$ cat src/rtl/psum_pkg.sv
// Shared FP32 definitions for the partial-sum accumulator.
// Holds the single-precision field widths, exponent bias, the +0/+inf
// encodings and a packed view of an FP32 word used by the adder.
package psum_pkg;

    localparam int FP_EXP_W = 8;
    localparam int FP_MAN_W = 23;
    localparam int FP_BIAS  = 127;

    localparam logic [31:0] FP_POS_ZERO = 32'h0000_0000;
    localparam logic [31:0] FP_POS_INF  = 32'h7F80_0000;
    localparam logic [7:0]  FP_EXP_MAX  = 8'hFF;

    typedef struct packed {
        logic                sign;
        logic [FP_EXP_W-1:0] exp;
        logic [FP_MAN_W-1:0] man;
    } fp32_t;

endpackage

$ cat src/rtl/fp32_add_rz.sv
// Combinational FP32 adder, round toward zero.
// Denormal operands are read as zero, results below the normal range
// flush to +0, exact cancellation yields +0, exponent overflow yields a
// signed infinity. NaN/inf operands produce an unspecified value.
// Ports:
//   i_a, i_b : operands
//   o_sum    : truncated sum
module fp32_add_rz
    import psum_pkg::*;
(
    input  logic [31:0] i_a,
    input  logic [31:0] i_b,
    output logic [31:0] o_sum
);

    fp32_t       w_x;          // operand with the larger magnitude
    fp32_t       w_y;          // operand with the smaller magnitude
    logic [23:0] w_mx;
    logic [23:0] w_my;
    logic [7:0]  w_d;
    logic [26:0] w_my_full;
    logic [26:0] w_shifted;
    logic [26:0] w_lost;
    logic        w_sticky;
    logic        w_eff_sub;
    logic [27:0] w_mx_e;
    logic [27:0] w_my_e;
    logic [27:0] w_sum;
    logic [4:0]  w_lz;
    logic [26:0] w_norm;
    logic [8:0]  w_exp_inc;

    // Index of the leading one counted from bit 26; 27 when the vector is zero.
    function automatic logic [4:0] lzc27(input logic [26:0] v);
        logic [4:0] n;
        n = 5'd27;
        for (int i = 0; i < 27; i++) begin
            if (v[i]) n = 5'(26 - i);
        end
        return n;
    endfunction

    // Align, add/subtract and normalize; three extra bits (guard, round,
    // sticky) keep truncation exact when the smaller operand is subtracted.
    always_comb begin
        if (i_b[30:0] > i_a[30:0]) begin
            w_x = fp32_t'(i_b);
            w_y = fp32_t'(i_a);
        end else begin
            w_x = fp32_t'(i_a);
            w_y = fp32_t'(i_b);
        end

        w_mx = (w_x.exp == 8'd0) ? 24'd0 : {1'b1, w_x.man};
        w_my = (w_y.exp == 8'd0) ? 24'd0 : {1'b1, w_y.man};
        w_d  = w_x.exp - w_y.exp;

        w_my_full = {w_my, 3'b000};
        if (w_d >= 8'd27) begin
            w_shifted = 27'd0;
            w_lost    = 27'd0;
            w_sticky  = |w_my;
        end else begin
            w_shifted = w_my_full >> w_d;
            w_lost    = w_my_full << (8'd27 - w_d);
            w_sticky  = |w_lost;
        end

        w_eff_sub = w_x.sign ^ w_y.sign;
        w_mx_e    = {1'b0, w_mx, 3'b000};
        w_my_e    = {1'b0, w_shifted[26:1], w_shifted[0] | w_sticky};
        w_sum     = w_eff_sub ? (w_mx_e - w_my_e) : (w_mx_e + w_my_e);

        w_lz      = lzc27(w_sum[26:0]);
        w_norm    = w_sum[26:0] << w_lz;
        w_exp_inc = {1'b0, w_x.exp} + 9'd1;

        o_sum = FP_POS_ZERO;
        if (w_sum == 28'd0) begin
            o_sum = FP_POS_ZERO;
        end else if (w_sum[27]) begin
            // Carry out of the hidden bit: shift right one place.
            if (w_exp_inc >= {1'b0, FP_EXP_MAX}) begin
                o_sum = {w_x.sign, FP_POS_INF[30:0]};
            end else begin
                o_sum = {w_x.sign, w_exp_inc[7:0], w_sum[26:4]};
            end
        end else if ({1'b0, w_x.exp} <= {4'd0, w_lz}) begin
            // Normalizing would leave the normal range: flush.
            o_sum = FP_POS_ZERO;
        end else begin
            o_sum = {w_x.sign, w_x.exp - {3'd0, w_lz}, w_norm[25:3]};
        end
    end

endmodule

$ cat src/rtl/psum_accumulator.sv
// Multi-channel FP32 partial-sum accumulator.
// Stage A registers the selected lane of an accepted word; stage B adds it
// to the channel accumulator and, on a last word, emits the sum and clears
// the channel. Results are held until taken by the consumer.
// Ports:
//   clk, rst_n           : clock, async active-low reset
//   in_valid/in_ready    : input handshake; val (N lanes), ind, ch, last
//   clear                : synchronous zero of all channels, flushes A/B
//   out_valid/out_ready  : result handshake; out_ch, psum
//   busy                 : stage B holds a valid word
module psum_accumulator
    import psum_pkg::*;
#(
    parameter  int N          = 4,
    parameter  int VALUE_SIZE = 32,
    parameter  int INDEX_SIZE = 7,
    parameter  int NUM_CH     = 8,
    localparam int CH_W       = $clog2(NUM_CH)
) (
    input  logic                    clk,
    input  logic                    rst_n,
    input  logic                    in_valid,
    output logic                    in_ready,
    input  logic [N*VALUE_SIZE-1:0] val,
    input  logic [INDEX_SIZE-1:0]   ind,
    input  logic [CH_W-1:0]         ch,
    input  logic                    last,
    input  logic                    clear,
    output logic                    out_valid,
    input  logic                    out_ready,
    output logic [CH_W-1:0]         out_ch,
    output logic [VALUE_SIZE-1:0]   psum,
    output logic                    busy
);

    logic                  r_a_valid;
    logic [VALUE_SIZE-1:0] r_a_val;
    logic [CH_W-1:0]       r_a_ch;
    logic                  r_a_last;

    logic                  r_b_valid;
    logic [VALUE_SIZE-1:0] r_b_val;
    logic [CH_W-1:0]       r_b_ch;
    logic                  r_b_last;

    logic [VALUE_SIZE-1:0] r_acc [NUM_CH];

    logic                  r_out_valid;
    logic [VALUE_SIZE-1:0] r_psum;
    logic [CH_W-1:0]       r_out_ch;

    logic [VALUE_SIZE-1:0] w_sel;
    logic [VALUE_SIZE-1:0] w_acc_rd;
    logic [VALUE_SIZE-1:0] w_b_sum;
    logic                  w_pend_last;
    logic                  w_stall;
    logic                  w_b_done;
    logic                  w_accept;

    // Lane select: ind=k picks lane k-1; 0 or out-of-range gives +0.
    always_comb begin
        w_sel = FP_POS_ZERO;
        for (int k = 0; k < N; k++) begin
            if (ind == INDEX_SIZE'(k + 1)) begin
                w_sel = val[k*VALUE_SIZE +: VALUE_SIZE];
            end else begin
                w_sel = w_sel;
            end
        end
    end

    // A last word in B cannot retire while the previous result is unread,
    // so the whole pipe freezes; in_ready drops early enough that no word
    // arrives while frozen.
    assign w_pend_last = (r_a_valid && r_a_last) || (r_b_valid && r_b_last);
    assign w_stall     = r_out_valid && !out_ready && r_b_valid && r_b_last;
    assign in_ready    = !clear && !(r_out_valid && !out_ready && w_pend_last);
    assign w_accept    = in_valid && in_ready;
    assign w_b_done    = r_b_valid && !w_stall && !clear;
    assign w_acc_rd    = r_acc[r_b_ch];

    fp32_add_rz u_add (
        .i_a   (w_acc_rd),
        .i_b   (r_b_val),
        .o_sum (w_b_sum)
    );

    // Stage A / stage B pipeline registers.
    always_ff @(posedge clk or negedge rst_n) begin
        if (!rst_n) begin
            r_a_valid <= 1'b0;
            r_a_val   <= '0;
            r_a_ch    <= '0;
            r_a_last  <= 1'b0;
            r_b_valid <= 1'b0;
            r_b_val   <= '0;
            r_b_ch    <= '0;
            r_b_last  <= 1'b0;
        end else if (clear) begin
            r_a_valid <= 1'b0;
            r_b_valid <= 1'b0;
        end else if (!w_stall) begin
            r_b_valid <= r_a_valid;
            r_b_val   <= r_a_val;
            r_b_ch    <= r_a_ch;
            r_b_last  <= r_a_last;
            r_a_valid <= w_accept;
            if (w_accept) begin
                r_a_val  <= w_sel;
                r_a_ch   <= ch;
                r_a_last <= last;
            end
        end
    end

    // Accumulator bank; B writes back the sum, or +0 after a last word.
    always_ff @(posedge clk or negedge rst_n) begin
        if (!rst_n) begin
            for (int c = 0; c < NUM_CH; c++) r_acc[c] <= '0;
        end else if (clear) begin
            for (int c = 0; c < NUM_CH; c++) r_acc[c] <= '0;
        end else if (w_b_done) begin
            r_acc[r_b_ch] <= r_b_last ? FP_POS_ZERO : w_b_sum;
        end
    end

    // Result register: holds until taken, reloads in the taking cycle.
    always_ff @(posedge clk or negedge rst_n) begin
        if (!rst_n) begin
            r_out_valid <= 1'b0;
            r_psum      <= '0;
            r_out_ch    <= '0;
        end else if (w_b_done && r_b_last) begin
            r_out_valid <= 1'b1;
            r_psum      <= w_b_sum;
            r_out_ch    <= r_b_ch;
        end else if (out_ready) begin
            r_out_valid <= 1'b0;
        end
    end

    assign out_valid = r_out_valid;
    assign psum      = r_psum;
    assign out_ch    = r_out_ch;
    assign busy      = r_b_valid;

endmodule

$ cat config.mk
export PLATFORM = sky130hd
export DESIGN_NAME = psum_accumulator
export DESIGN_NICKNAME = d
export VERILOG_FILES = /design/src/rtl/psum_pkg.sv /design/src/rtl/fp32_add_rz.sv /design/src/rtl/psum_accumulator.sv
export SDC_FILE = /design/constraint.sdc
export NUM_CORES = 1
export LEC_CHECK = 0
export BUFFER_PORTS_ARGS = -buffer_cell sky130_fd_sc_hd__buf_2
export CAP_MARGIN = 25
export CORE_MARGIN = 1
export CORE_UTILIZATION = 25
export DETAILED_ROUTE_END_ITERATION = 8
export PLACE_DENSITY = 0.36
export REMOVE_ABC_BUFFERS = 1
export SYNTH_ARGS = -nofsm -noshare
export SYNTH_HDL_FRONTEND = slang
export SYNTH_SLANG_ARGS = --single-unit
export TNS_END_PERCENT = 50
$ cat constraint.sdc
create_clock -name clk -period 46.1 [get_ports clk]
set_clock_uncertainty 0.05 [all_clocks]
set_input_delay 9.22 -clock clk [delete_from_list [all_inputs] [get_ports clk]]
set_output_delay 9.22 -clock clk [all_outputs]
set_load 0.05 [all_outputs]
# --- Word level (Yosys, flattened, before mapping) ---
# Cells that the tools add are included.
# Widths: inputs -> output; s select.
word_totals:
  ramBits: 0
  romBits: 0
  wordCells: 127
  latch_bits: 0
  memories: 0
  register_bits: 366
  input_bits: 144
  out_inout_bits: 38
op_classes:
  order_cmp: 6
  multipliers: 0
  n_bitwise: 5
  add_sub_neg: 6
  div: 0
  eq_ne: 5
  shift: 3
  mux: 57
  n_reduce_logical: 26
ops:
  columns: ["cell", "n"]
  rows:
  - ["$mux 256", 2]
  - ["$mux 32", 13]
  - ["$bwmux 256", 1]
  - ["$bmux 32 s3", 1]
  - ["$demux 32 s3", 1]
  - ["$mux 5", 16]
  - ["$mux 24", 2]
  - ["$mux 4", 8]
  - ["$gt 31x31->1", 1]
  - ["$mux 31", 1]
  - ["$add 27x27->28", 1]
  - ["$logic_not 28->1", 1]
  - ["$mux 28", 1]
  - ["$sub 27x27->28", 1]
  - ["$mux 27", 1]
  - ["$reduce_or 27->1", 1]
  - ["$shl 27x5->26", 1]
  - ["$shl 27x8->27", 1]
  - ["$shr 27x8->27", 1]
  - ["$reduce_or 24->1", 1]
  - ["$logic_not 8->1", 2]
  - ["$eq 7x2->1 const B", 2]
  - ["$logic_and 1x1->1", 12]
  - ["$add 8x1->9 const B", 1]
  - ["other kinds (22)", 35]

# --- Longest topological paths before layout ---
depth:
  ltp_word: 49
  depth_mapped: 74
  ltp_nobuf: 61

# --- By module ---
# Synthesis repeated with hierarchy kept, for this count alone.
hier_totals:
  cells_unflattened: 3161
  area_unflattened_um2: 27822.9
modules_own_cells:
  columns: ["module", "cells_per_inst", "n_inst", "seq_area_each_um2", "area_per_inst_um2"]
  rows:
  - ["psum_accumulator", 1367, 1, 9158.8, 16604.7]
  - ["fp32_add_rz", 1794, 1, 0.0, 11218.3]

# --- Worst setup path after synthesis ---
# Ideal clock, no wire load.
synth_path:
  path_kind: "input to output"
  start: "in out_ready"
  end: "out in_ready"
  slack_ps: 26209
  t_arrival_ps: 10621
  required_ps: 36830
  n_path_buf: 0
  cell_stages: 4
  cell_sequence: "nor2b_1 and3_1 or2_2 a31oi_1"
synth_between:
  elab_chain_len: 5
synth_lines:
  columns: ["element", "line", "text"]
  rows:
  - ["from (decl)", "psum_accumulator.sv:30", "input logic out_ready,"]
  - ["$logic_not 1->1", "psum_accumulator.sv:77", "assign in_ready = !clear && !(r_out_valid && !out_ready && w_pend_last);"]
  - ["$logic_and 1x1->1 (2 in a row)", "psum_accumulator.sv:77", null]
  - ["$logic_not 1->1", "psum_accumulator.sv:77", null]
  - ["$logic_and 1x1->1", "psum_accumulator.sv:77", null]
  - ["to (decl)", "psum_accumulator.sv:23", "output logic in_ready,"]
# No other way between the ends.

# --- Worst setup path after layout ---
# Same ends and word-level chain as after synthesis.

==> flow_summary.json <==
{
  "worst_ir_drop_vdd_uv": 41.76,
  "tightest_slew_ps": 1259,
  "drt_iter0_drc": 2211,
  "maxCapViolCount": 0,
  "synth_warnings": 0,
  "crit_start": "out_ready",
  "worstSkewPairLatency_ps": 610,
  "cts.sinks": 366,
  "synth_top_cell_by_area": "dfrtp_1",
  "synth.distinct_cells": 119,
  "finalCriticalPeriod_ps": 19770,
  "clock_path_buffers": 3,
  "leakagePower_nw": 13.60,
  "rsz0062_at_grt": "no",
  "finalHoldViolCount": 0,
  "p_per_area_mw_per_mm2": 67.36,
  "drive_above_1_share_pct": 17.35,
  "dr.pass1.iters": 5,
  "syn-cell-area_sq_mm": 0.02674,
  "use_met2_pct": 35.51,
  "num_vias": 26050,
  "tns_ps": 0,
  "ys_seq_elements": 366,
  "core_area_sq_mm": 0.1057,
  "grt_max_degree": 140,
  "root_buffer": "clkbuf_16",
  "r2r-start": "r_b_ch[0]$_DFFE_PN0P_",
  "synth_common_cells": "428 x nand2_1, 366 x dfrtp_1, 324 x o21ai_0",
  "required_ps": 36830,
  "antenna_found_initial": 3,
  "synth_edf_count": 0,
  "hold_buffers": 0,
  "synth_top_family_by_area": "compound AO/OA/AOI/OAI gates",
  "avgSynthCellArea_sq_um": 8.690,
  "hp-start": "r_a_val[6]$_DFFE_PN0P_",
  "ys_seq_area_share_pct": 34.25,
  "initial_core_util_pct": 25.30,
  "ys_dominant_reg_cell": "dfrtp_1",
  "post_drt_wl_per_cell_microns": 26.12,
  "vias_per_cell": 5.644,
  "gr-total-overflow": 0,
  "outcome": "complete, no violations",
  "maxSlewHeadroom_pct": 16.05,
  "die_x_microns": 329.1,
  "post_cts.repair.setup_buffers": 0,
  "syn_inst": 3077,
  "grt_use_total_pct": 22.10,
  "wl_microns": 120500,
  "route.antenna.remaining_nets": 0,
  "top_usage_layer": "met2",
  "die_h_microns": 329.1,
  "final_util_pct": 29.35,
  "synth_compound_area_share_pct": 28.05,
  "nNetsFinal": 3424,
  "die_area_sq_mm": 0.1083,
  "tritoncts": "done",
  "path_max_fanout": 7,
  "arrival_ps": 10500,
  "h-tree-depth": 2,
  "cts_buffers": 46,
  "crit_type": "primary input to primary output",
  "use_met1_pct": 31.41,
  "grt_pass1_vias": 25990,
  "async_flop_share_pct": 100.0,
  "synth_xor_area_share_pct": 1.319,
  "setup_violations": 0,
  "yosys.area.top_type_share_pct": 34.25,
  "rows": 119,
  "cts.clk_slew.worst_paths_ps": 50,
  "grt_pass1_wl_microns": 179800,
  "syn2layout_area_growth_pct": 16.04,
  "place_hpwl_microns": 88330,
  "slew_viol_final": 0,
  "io_pins": 182,
  "synth-simple-area-share_pct": 17.03,
  "use_met3_pct": 2.674,
  "synthMuxAreaShare_pct": 10.27,
  "cp-end-kind": "primary output",
  "yosys.cell_count.top_type": "nand2_1",
  "setup.worst_path.start_class": "primary input",
  "drc": 0,
  "cts_resized": 0,
  "period_share_pct": 42.89,
  "hold_class": "flop to flop",
  "yosys-top-cells-area": "dfrtp_1 34%, o21ai_0 6.1%, nand2_1 6.0%, ha_1 4.3%, mux2_2 3.5%",
  "portBuffers": 181,
  "fmax_mhz": 50.58,
  "synthAdderAreaFrac_pct": 4.454,
  "place_congestion": 0.9093
}
[worst max-delay path: stages]
cell	delay [ps]
buf_2	70
nor2b_1	80
and3_1	250
or2_2	300
a31oi_1	250
buf_2	320
[metal layers]
metal / part of all wire (%) / wire length (microns)
met1: 47 / 56200
met2: 46 / 55430
met3: 5.1 / 6148
met4: 2.3 / 2766
met5: 0 / 0
[power breakdown]
| group | switching, W | internal (W) | leakage (nW) |
|---|---|---|---|
| clock | 0.000148 | 0.000210 | 0.738 |
| combinational | 0.000984 | 0.000393 | 7.79 |
| sequential | 0.0000152 | 0.000340 | 5.07 |
| total | 0.00115 | 0.000943 | 13.6 |
[final cells by class]
class	count	area, sq um
well taps	1391	1740
flip-flops and latches	366	9165
repair buffers	268	1702
multi-input cells	2407	16550
clock buffers	67	1351
clock inverters	17	150.1
diodes	2	5.005
inverters	97	364.1
fillers	11290	74680
[cell usage in the layout (no fill, tap or decap), types with 32 or more instances in the layout]
cell / synthesis / routed
nor2_1: 186 / 185
ha_1: 92 / 90
a21oi_1: 138 / 130
mux4_2: 37 / 37
nor3_1: 55 / 55
inv_1: 89 / 88
mux2i_1: 91 / 89
dfrtp_1: 366 / 363
mux2_2: 82 / 82
or3_1: 32 / 32
a211oi_1: 77 / 77
buf_4: 7 / 79
nand3_1: 67 / 67
o21ai_1: 42 / 44
a21o_1: 39 / 39
a22o_1: 87 / 87
o21ai_0: 324 / 322
buf_2: 44 / 180
nand2_1: 428 / 427
o211ai_1: 47 / 47
a221oi_1: 52 / 52
clkbuf_16: 0 / 47
[cells by family after synthesis]
family                   count (synthesis)
AND/OR/NAND/NOR                        976
XOR/XNOR                                36
multiplexers                           215
buffers and inverters                  304
adder cells (fa/ha/maj)                 94
AO/OA/AOI/OAI                         1086
flip-flops                             366
[per-stage QoR]
step | cells | hold WS (ps) | total power [W] | cell area [sq um] | setup slack (ps)
floorplan | 2870 | 392.2 | 0.001187 | 25860 | 26210
global placement | 4518 | 406.7 | 0.001718 | 29320 | 26300
detailed placement | 4528 | 413.6 | 0.001721 | 29500 | 26320
CTS | 4612 | 426.5 | 0.002092 | 31000 | 26320
global route | 4613 | 437.7 | 0.002216 | 31030 | 26250
finish | 4615 | 422.3 | 0.002090 | 31030 | 26330
[state kept, by name (all words and copies together), names as in the netlist]
name,cells
busy,1
out_ch,3
out_valid,1
psum,32
r_a_ch,3
r_a_last,1
r_a_val,32
r_a_valid,1
r_acc,256
r_b_ch,3
r_b_last,1
r_b_val,32
[path summary, 6_finish.rpt]
kind | endpoint | slack [ps] | cells past startpoint
hold / removal | r_a_val[6]$_DFFE_PN0P_ | 420 | 2
setup / recovery | in_ready | 26330 | 6
hold reg to reg | r_a_val[6]$_DFFE_PN0P_ | 420 | 2
max in group asynchronous | r_b_ch[0]$_DFFE_PN0P_ | 35340 | 3
min in group asynchronous | psum[3]$_DFFE_PN0P_ | 8530 | 1
setup reg to reg | r_acc[96]$_DFFE_PN0P_ | 27660 | 58
No activity file was read; power rests on OpenSTA's default activity.
